==> config.mk <==
export PLATFORM = sky130hd
export DESIGN_NAME = conv_8b_32b_flat
export DESIGN_NICKNAME = d
export VERILOG_FILES = /design/src/rtl/conv_8b_32b_pkg.sv /design/src/rtl/conv_8b_32b_if.sv /design/src/rtl/conv_8b_32b.sv /design/src/flat_wrapper.sv
export SDC_FILE = /design/constraint.sdc
export NUM_CORES = 1
export LEC_CHECK = 0
export ABC_AREA = 1
export BUFFER_PORTS_ARGS = -buffer_cell sky130_fd_sc_hd__buf_2
export CORE_ASPECT_RATIO = 1.2
export CORE_UTILIZATION = 30
export CTS_BUF_LIST = sky130_fd_sc_hd__clkbuf_8
export DETAILED_ROUTE_END_ITERATION = 6
export PLACE_DENSITY = 0.52
export SLEW_MARGIN = 10
export SYNTH_ARGS = -nofsm -noshare
export SYNTH_HDL_FRONTEND = slang
export SYNTH_SLANG_ARGS = --single-unit
==> constraint.sdc <==
create_clock -name clk_4f -period 1.6 [get_ports clk_4f]
set_clock_uncertainty 0.2 [all_clocks]
set_input_delay 0.32 -clock clk_4f [delete_from_list [all_inputs] [get_ports clk_4f]]
set_output_delay 0.32 -clock clk_4f [all_outputs]
set_load 0.01 [all_outputs]
==> src/rtl/conv_8b_32b_pkg.sv <==
// rtl/conv_8b_32b_pkg.sv - shared constants and types for the byte-to-word packer
package conv_8b_32b_pkg;

    localparam int BYTE_W = 8;
    localparam int NBYTES = 4;
    localparam int WORD_W = BYTE_W * NBYTES;
    localparam int ACC_W  = WORD_W - BYTE_W;
    localparam int CNT_W  = $clog2(NBYTES);
    localparam int HOLD_W = $clog2(NBYTES + 1);

    typedef enum logic {
        ST_IDLE = 1'b0,
        ST_FILL = 1'b1
    } state_t;

    localparam logic [CNT_W-1:0]  LAST_BYTE = CNT_W'(NBYTES - 1);
    localparam logic [HOLD_W-1:0] HOLD_LOAD = HOLD_W'(NBYTES);

    // The final byte never lands in the accumulator; it is spliced in on completion.
    function automatic logic [WORD_W-1:0] join_word(input logic [ACC_W-1:0]  upper,
                                                    input logic [BYTE_W-1:0] last);
        return {upper, last};
    endfunction

endpackage

==> src/rtl/conv_8b_32b_if.sv <==
// rtl/conv_8b_32b_if.sv - byte stream in, held word stream out
interface conv_8b_32b_if;
    import conv_8b_32b_pkg::*;

    logic [BYTE_W-1:0] data_in;
    logic              valid_in;
    logic [WORD_W-1:0] data_out;
    logic              valid_out;
    logic              word_strobe;
    logic              err_partial;

    modport master (
        output data_in, valid_in,
        input  data_out, valid_out, word_strobe, err_partial
    );

    modport slave (
        input  data_in, valid_in,
        output data_out, valid_out, word_strobe, err_partial
    );

endinterface

==> src/rtl/conv_8b_32b.sv <==
// rtl/conv_8b_32b.sv - packs MSB-first bytes into words held 4 cycles on clk_4f
module conv_8b_32b
    import conv_8b_32b_pkg::*;
(
    input  logic          clk_4f,
    input  logic          reset_L,
    conv_8b_32b_if.slave  bus
);

    state_t              state;
    state_t              state_nxt;
    logic [CNT_W-1:0]    byte_cnt;
    logic [ACC_W-1:0]    acc;
    logic [HOLD_W-1:0]   hold_cnt;
    logic [NBYTES-2:0]   lane_we;
    logic                word_done;
    logic                word_abort;

    always_ff @(posedge clk_4f) begin
        if (!reset_L) begin
            state <= ST_IDLE;
        end else begin
            state <= state_nxt;
        end
    end

    always_comb begin
        state_nxt = state;
        case (state)
            ST_IDLE: if (bus.valid_in) state_nxt = ST_FILL;
            ST_FILL: if (!bus.valid_in || byte_cnt == LAST_BYTE) state_nxt = ST_IDLE;
            default: state_nxt = ST_IDLE;
        endcase
    end

    // Lane k is written by the k-th byte of a word; IDLE always has byte_cnt=0.
    always_comb begin
        word_done  = (state == ST_FILL) && bus.valid_in && (byte_cnt == LAST_BYTE);
        word_abort = (state == ST_FILL) && !bus.valid_in;
        lane_we    = '0;
        for (int k = 0; k < NBYTES - 1; k++) begin
            lane_we[k] = bus.valid_in && (byte_cnt == CNT_W'(k));
        end
    end

    always_ff @(posedge clk_4f) begin
        if (!reset_L) begin
            byte_cnt <= '0;
        end else if (word_done || word_abort) begin
            byte_cnt <= '0;
        end else if (bus.valid_in) begin
            byte_cnt <= byte_cnt + 1'b1;
        end
    end

    always_ff @(posedge clk_4f) begin
        if (!reset_L) begin
            acc <= '0;
        end else begin
            for (int k = 0; k < NBYTES - 1; k++) begin
                if (lane_we[k]) begin
                    acc[ACC_W-1-BYTE_W*k -: BYTE_W] <= bus.data_in;
                end
            end
        end
    end

    always_ff @(posedge clk_4f) begin
        if (!reset_L) begin
            hold_cnt <= '0;
        end else if (word_done) begin
            hold_cnt <= HOLD_LOAD;
        end else if (hold_cnt != '0) begin
            hold_cnt <= hold_cnt - 1'b1;
        end
    end

    // The word drops on the edge where the hold timer runs out, unless a new one replaces it.
    always_ff @(posedge clk_4f) begin
        if (!reset_L) begin
            bus.data_out    <= '0;
            bus.valid_out   <= 1'b0;
            bus.word_strobe <= 1'b0;
            bus.err_partial <= 1'b0;
        end else begin
            bus.word_strobe <= word_done;
            bus.err_partial <= word_abort;
            if (word_done) begin
                bus.data_out  <= join_word(acc, bus.data_in);
                bus.valid_out <= 1'b1;
            end else if (hold_cnt == HOLD_W'(1)) begin
                bus.data_out  <= '0;
                bus.valid_out <= 1'b0;
            end
        end
    end

    a_strobe_err_exclusive: assert property (@(posedge clk_4f) disable iff (!reset_L)
        !(bus.word_strobe && bus.err_partial));

    a_cnt_matches_state: assert property (@(posedge clk_4f) disable iff (!reset_L)
        (byte_cnt == '0) == (state == ST_IDLE));

    a_idle_data_zero: assert property (@(posedge clk_4f) disable iff (!reset_L)
        !bus.valid_out |-> (bus.data_out == '0));

endmodule

==> src/flat_wrapper.sv <==
// flat-port wrapper written by rule: the top's interface ports become plain ports
module conv_8b_32b_flat import conv_8b_32b_pkg::*;
  (clk_4f, reset_L, bus_data_in, bus_valid_in, bus_data_out, bus_valid_out, bus_word_strobe, bus_err_partial);
  conv_8b_32b_if bus_i ();
  input  logic clk_4f;
  input  logic reset_L;
  input wire logic [$bits(bus_i.data_in)-1:0] bus_data_in;
  input wire logic [$bits(bus_i.valid_in)-1:0] bus_valid_in;
  output wire logic [$bits(bus_i.data_out)-1:0] bus_data_out;
  output wire logic [$bits(bus_i.valid_out)-1:0] bus_valid_out;
  output wire logic [$bits(bus_i.word_strobe)-1:0] bus_word_strobe;
  output wire logic [$bits(bus_i.err_partial)-1:0] bus_err_partial;
  assign bus_i.data_in = bus_data_in;
  assign bus_i.valid_in = bus_valid_in;
  assign bus_data_out = bus_i.data_out;
  assign bus_valid_out = bus_i.valid_out;
  assign bus_word_strobe = bus_i.word_strobe;
  assign bus_err_partial = bus_i.err_partial;
  conv_8b_32b u_core (.clk_4f(clk_4f), .reset_L(reset_L), .bus(bus_i));
endmodule
Word-level counts from Yosys, hierarchy flattened
Index checks and enable logic that the tools add are counted.

Bits in registers: 65. Bits of input ports: 11. Output and inout port bits: 35.

$add $sub $neg: 2. Equality and inequality tests: 4. Multiplexer cells: 9. Bitwise gates (word level): 2. Reductions and logical operators: 15.

Operators by type and width (number): 2-to-1 mux 32 bit (2); logical AND 1 bit (6); 2-to-1 mux 3 bit (2); equality test 2 bit (second input constant) (2); 2-to-1 mux 1 bit (4); nonzero test 2 bit (2); OR reduction 2 bit (2); equality test 3 x 1 -> 1 bit (second input constant) (1); nonzero test 3 bit (1); subtractor 3 x 1 -> 3 bit (second input constant) (1); adder 2 x 1 -> 2 bit (second input constant) (1); equality test 2 x 1 -> 1 bit (second input constant) (1); logical NOT 2 bit (1); logical OR 1 bit (2); inverter 1 bit (2); case mux 1 bit (2 select lines) (1); logical NOT 1 bit (1).

Longest topological paths before layout
Depth in word-level cells: 4. Depth in mapped cells: 7. Depth with buffers taken out: 7.

Worst setup path after synthesis
OpenSTA, ideal clock, no wires.

Kind: register -> register. Start: register u_core.byte_cnt[0]. End: register u_core.bus.data_out[10]. Arrival: 1.095 ns. Required time: 1.342 ns. Setup slack: 0.247 ns. Stages on the path, launching flop included: 7. Buffers on the path: 1. Clock period less this slack: 1.353 ns. Cells stage by stage: dfxtp_1 > ha_1 > nand3_4 > nor2_8 > buf_6 > nand2_1 > nand2_1.

Longest elaborated chain between the ends: 3. Elaborated cells between the ends (all ways): 4. Classes of those cells: eq/ne: 1; mux: 1; reduce/logical: 2.

Ends and longest elaborated chain: from (decl) (RTL line conv_8b_32b.sv:12) `logic [CNT_W-1:0] byte_cnt;`; from (signal assigned) (RTL line conv_8b_32b.sv:52) `byte_cnt <= byte_cnt + 1'b1;`; equality test 2 bit * (RTL line conv_8b_32b.sv:38) `word_done = (state == ST_FILL) && bus.valid_in && (byte_cnt == LAST_BYTE);`; logical AND 1 bit * (RTL line conv_8b_32b.sv:38); 2-to-1 mux 32 bit or nonzero test 2 bit (tied branches); to (signal assigned) (RTL line conv_8b_32b.sv:89) `bus.data_out <= join_word(acc, bus.data_in);`; to (decl) (RTL line conv_8b_32b_if.sv:19) `output data_out, valid_out, word_strobe, err_partial`.

Every way passes the cells marked *; elsewhere a longest branch is shown, timed or not. A chain may end at the register's enable or synchronous reset.

Final worst setup path
Start: register u_core.byte_cnt[1]. End: register u_core.bus.data_out[27].

The elaborated chain is that of the path after synthesis.

==> results by group <==
Outcome
  – Status: complete, but fails checks
  – Violated checks: DRC

Global routing
  – Initial antenna violation count: 0
  – Total track usage: 14.5%
  – Vias in the first global route: approximately 2000
  – Largest net degree at the start of global routing: 38
  – Congestion Overflow GR: 0
  – First-pass GRT wire length: about 9.6 mm

Timing
  – Maximum clock rate: 0.692 GHz
  – Fin Setup TNS: 0 ps
  – Final number of setup-violating endpoints: 0
  – Final setup margin: 155 ps
  – Slew @ Worst Pin: between 200 and 300 ps
  – Slew Limit Headroom: 82.9%
  – Min Tclk post-route: ~1400 ps
  – Final hold violations: 0
  – Final Max Tran Viols: 0
  – Hold WS: 47.3 ps
  – RSZ-0062 raised after global routing: false
  – Crit share post-route: 90.3%

Yosys
  – Sequential area share after synthesis: 53.3%
  – Area contributors post-synth: dfxtp_1 (53%), nand2_1 (12%), nor2_1 (8.6%), nand4_1 (8.2%), o21ai_0 (4.9%)
  – EDFF count, synth: 0
  – Asr flop ratio synth: 0%
  – Syn_nets: 319
  – Mapped Avg Cell Area: 8.12 um^2
  – Area leader, netlist: dfxtp_1
  – Share of the synthesized area in the top cell type: 53.3%
  – Post-Syn Area: 2440 um^2
  – #FFs+latches synth: 65
  – Prevailing post-synth register cell: dfxtp_1
  – Post-synth top cells: nand2_1 (79), dfxtp_1 (65), nor2_1 (56)
  – Ys Warns: 0
  – Most common cell in the netlist: nand2_1
  – Mapped Cells: between 300 and 400
  – Count of cell types in the netlist: 19

Place
  – Routability congestion estimate: 0.816
  – Hpwl dp: 4.00 mm
  – Placed inst area: 2820 um^2
  – PortBufs: 45
  – Placement Setup Slack: 105 ps

Floorplanning
  – Die ar.: 8510 um^2
  – Cell row count: 35
  – Initial core utilization: between 30% and 40%
  – Die W: 84.4 um
  – Core box area: 7790 um^2
  – Ports: 46
  – Die span in y: 101 um

Final layout
  – Area growth syn-to-layout: 24.5%
  – Ant diodes: 0
  – Fill cell count: 846
  – Nets: 372
  – Finished Cell Area: 3040 um^2
  – Share of cells above drive strength 1: 21.2%

Clocking
  – CTS Hold Buffers Added: 0
  – H-tree Lvls: 3
  – Clock latency on the worst-skew pair: 330 ps
  – Root Driver: clkbuf_8
  – Worst-path clk slew: 70 ps
  – Clock sink total: 65
  – Num CTS Buffers: 9
  – CTS tree: built
  – Maximum clock insertion buffer count: 2

Pwr
  – Leakage power: 1.50 nW
  – P per Cell Area: 1270 nW/um^2
  – VDD IR max: 0.487 mV

Worst setup path
  – WP data arrival: ~1500 ps
  – Top delay family on crit path: simple AND/OR/NAND/NOR gates
  – Slowest-stage cell, CP: dfxtp_1
  – Buf+Inv Stages, Crit Path: 1
  – Crit path largest cell delay: around 370 ps
  – Setup crit end kind: register
  – Worst setup SP type: register
  – CP max FO: 18
  – Crit-path cells: ha_1, nand3_4, nor2_8, buf_12, nand2_1, nand2_1
  – CP dominant cell by count: nand2_1
  – Worst Path Class, Setup: register to register
  – CP required: 1680 ps

Routing
  – Avg WL per Cell: 12.3 um
  – Starting DRT DRC Count: 104
  – Drt pass-1 iters: 7
  – Vias: 2073
  – Antenna-violating nets left: 0
  – DR vias/cell: 4.60
  – Final wirelength: 5.56 mm
  – DRC Markers: 2

Run
  – Max cap viols: 0

Worst hold path
  – Hold crit path type: input port to register
power by group:
| part | switching, W | internal (W) | leakage [nW] |
|---|---|---|---|
| clock network | 0.000623 | 0.000912 | 0.115 |
| logic | 0.000377 | 0.000194 | 0.859 |
| registers | 0.0000517 | 0.00170 | 0.528 |
| total | 0.00105 | 0.00281 | 1.50 |
registers in the layout, indices dropped and copies added, names as in the netlist:
name                    count
u_core.bus.data_out        32
u_core.acc                 24
u_core.hold_cnt             3
u_core.byte_cnt             2
u_core.bus.err_partial      1
u_core.bus.valid_out        1
u_core.bus.word_strobe      1
u_core.state                1
area by class of cell:
type	instances	area, um^2	area share, %
Sequential cell	65	1300	42.8
Multi-Input combinational cell	207	993	32.7
Timing Repair Buffer	58	360	11.8
Clock buffer	10	138	4.52
Tap cell	92	115	3.78
Clock inverter	6	83.8	2.76
Inverter	13	48.8	1.60
cells in the final DEF, fill, tap and decap left out, drive strengths merged:
cell type,n
clkbuf,10
dfxtp,65
nor2,57
a211oi,1
nand2,79
bufinv,2
clkinvlp,1
xnor2,1
nand3,2
a21oi,4
ha,7
clkinv,1
inv,15
o21ai,24
nand4,32
buf,58
cell families after synthesis:
kind of cell / Yosys count / share of synthesized area [%]
compound gates: 29 / 6.04
xor+xnor: 1 / 0.358
simple gates: 170 / 30.7
fa+ha+maj: 7 / 3.58
buf+inv: 29 / 6.09
flops: 65 / 53.3
worst reg2reg max path: stages (launching register included):
cell and delay, ps:
dfxtp_1 370, ha_1 220, nand3_4 170, nor2_8 160, buf_12 150, nand2_1 60
nand2_1 60
worst paths after layout:
path	start	to	slack, ps	cells after the start
max	u_core.byte_cnt[1]$_SDFFE_PP0P_	u_core.bus.data_out[27]$_SDFFE_PN0P_	160	6
min	bus_data_in[5]	u_core.bus.data_out[5]$_SDFFE_PN0P_	50	3
max reg2reg	u_core.byte_cnt[1]$_SDFFE_PP0P_	u_core.bus.data_out[27]$_SDFFE_PN0P_	160	6
min reg2reg	u_core.acc[23]$_SDFFE_PN0P_	u_core.bus.data_out[31]$_SDFFE_PN0P_	250	2
timing repair:
item	in CTS	in global routing
endpoints found under the setup margin	0	1
buffers inserted	0	0
gates resized for setup	0	1
routing by layer:
metal,vias up,wire length (um),part of all wire (%),track usage (%)
met5,-,0,0,0
met4,0,85,1.5,5.74
met3,7,279,5.0,4.10
met2,39,2580,46,24.0
met1,940,2610,47,18.0
li1,1087,-,-,-
metrics by stage:
stage	power, W	cells	utilization (%)
final	0.00386	451	39.0
after global routing	0.00411	451	39.0
after CTS	0.00392	451	39.0
after detailed placement	0.00238	435	36.2
after global placement	0.00237	435	36.2
after floorplan	0.00221	301	-
Note: power is estimated with default switching activity, not from simulation.
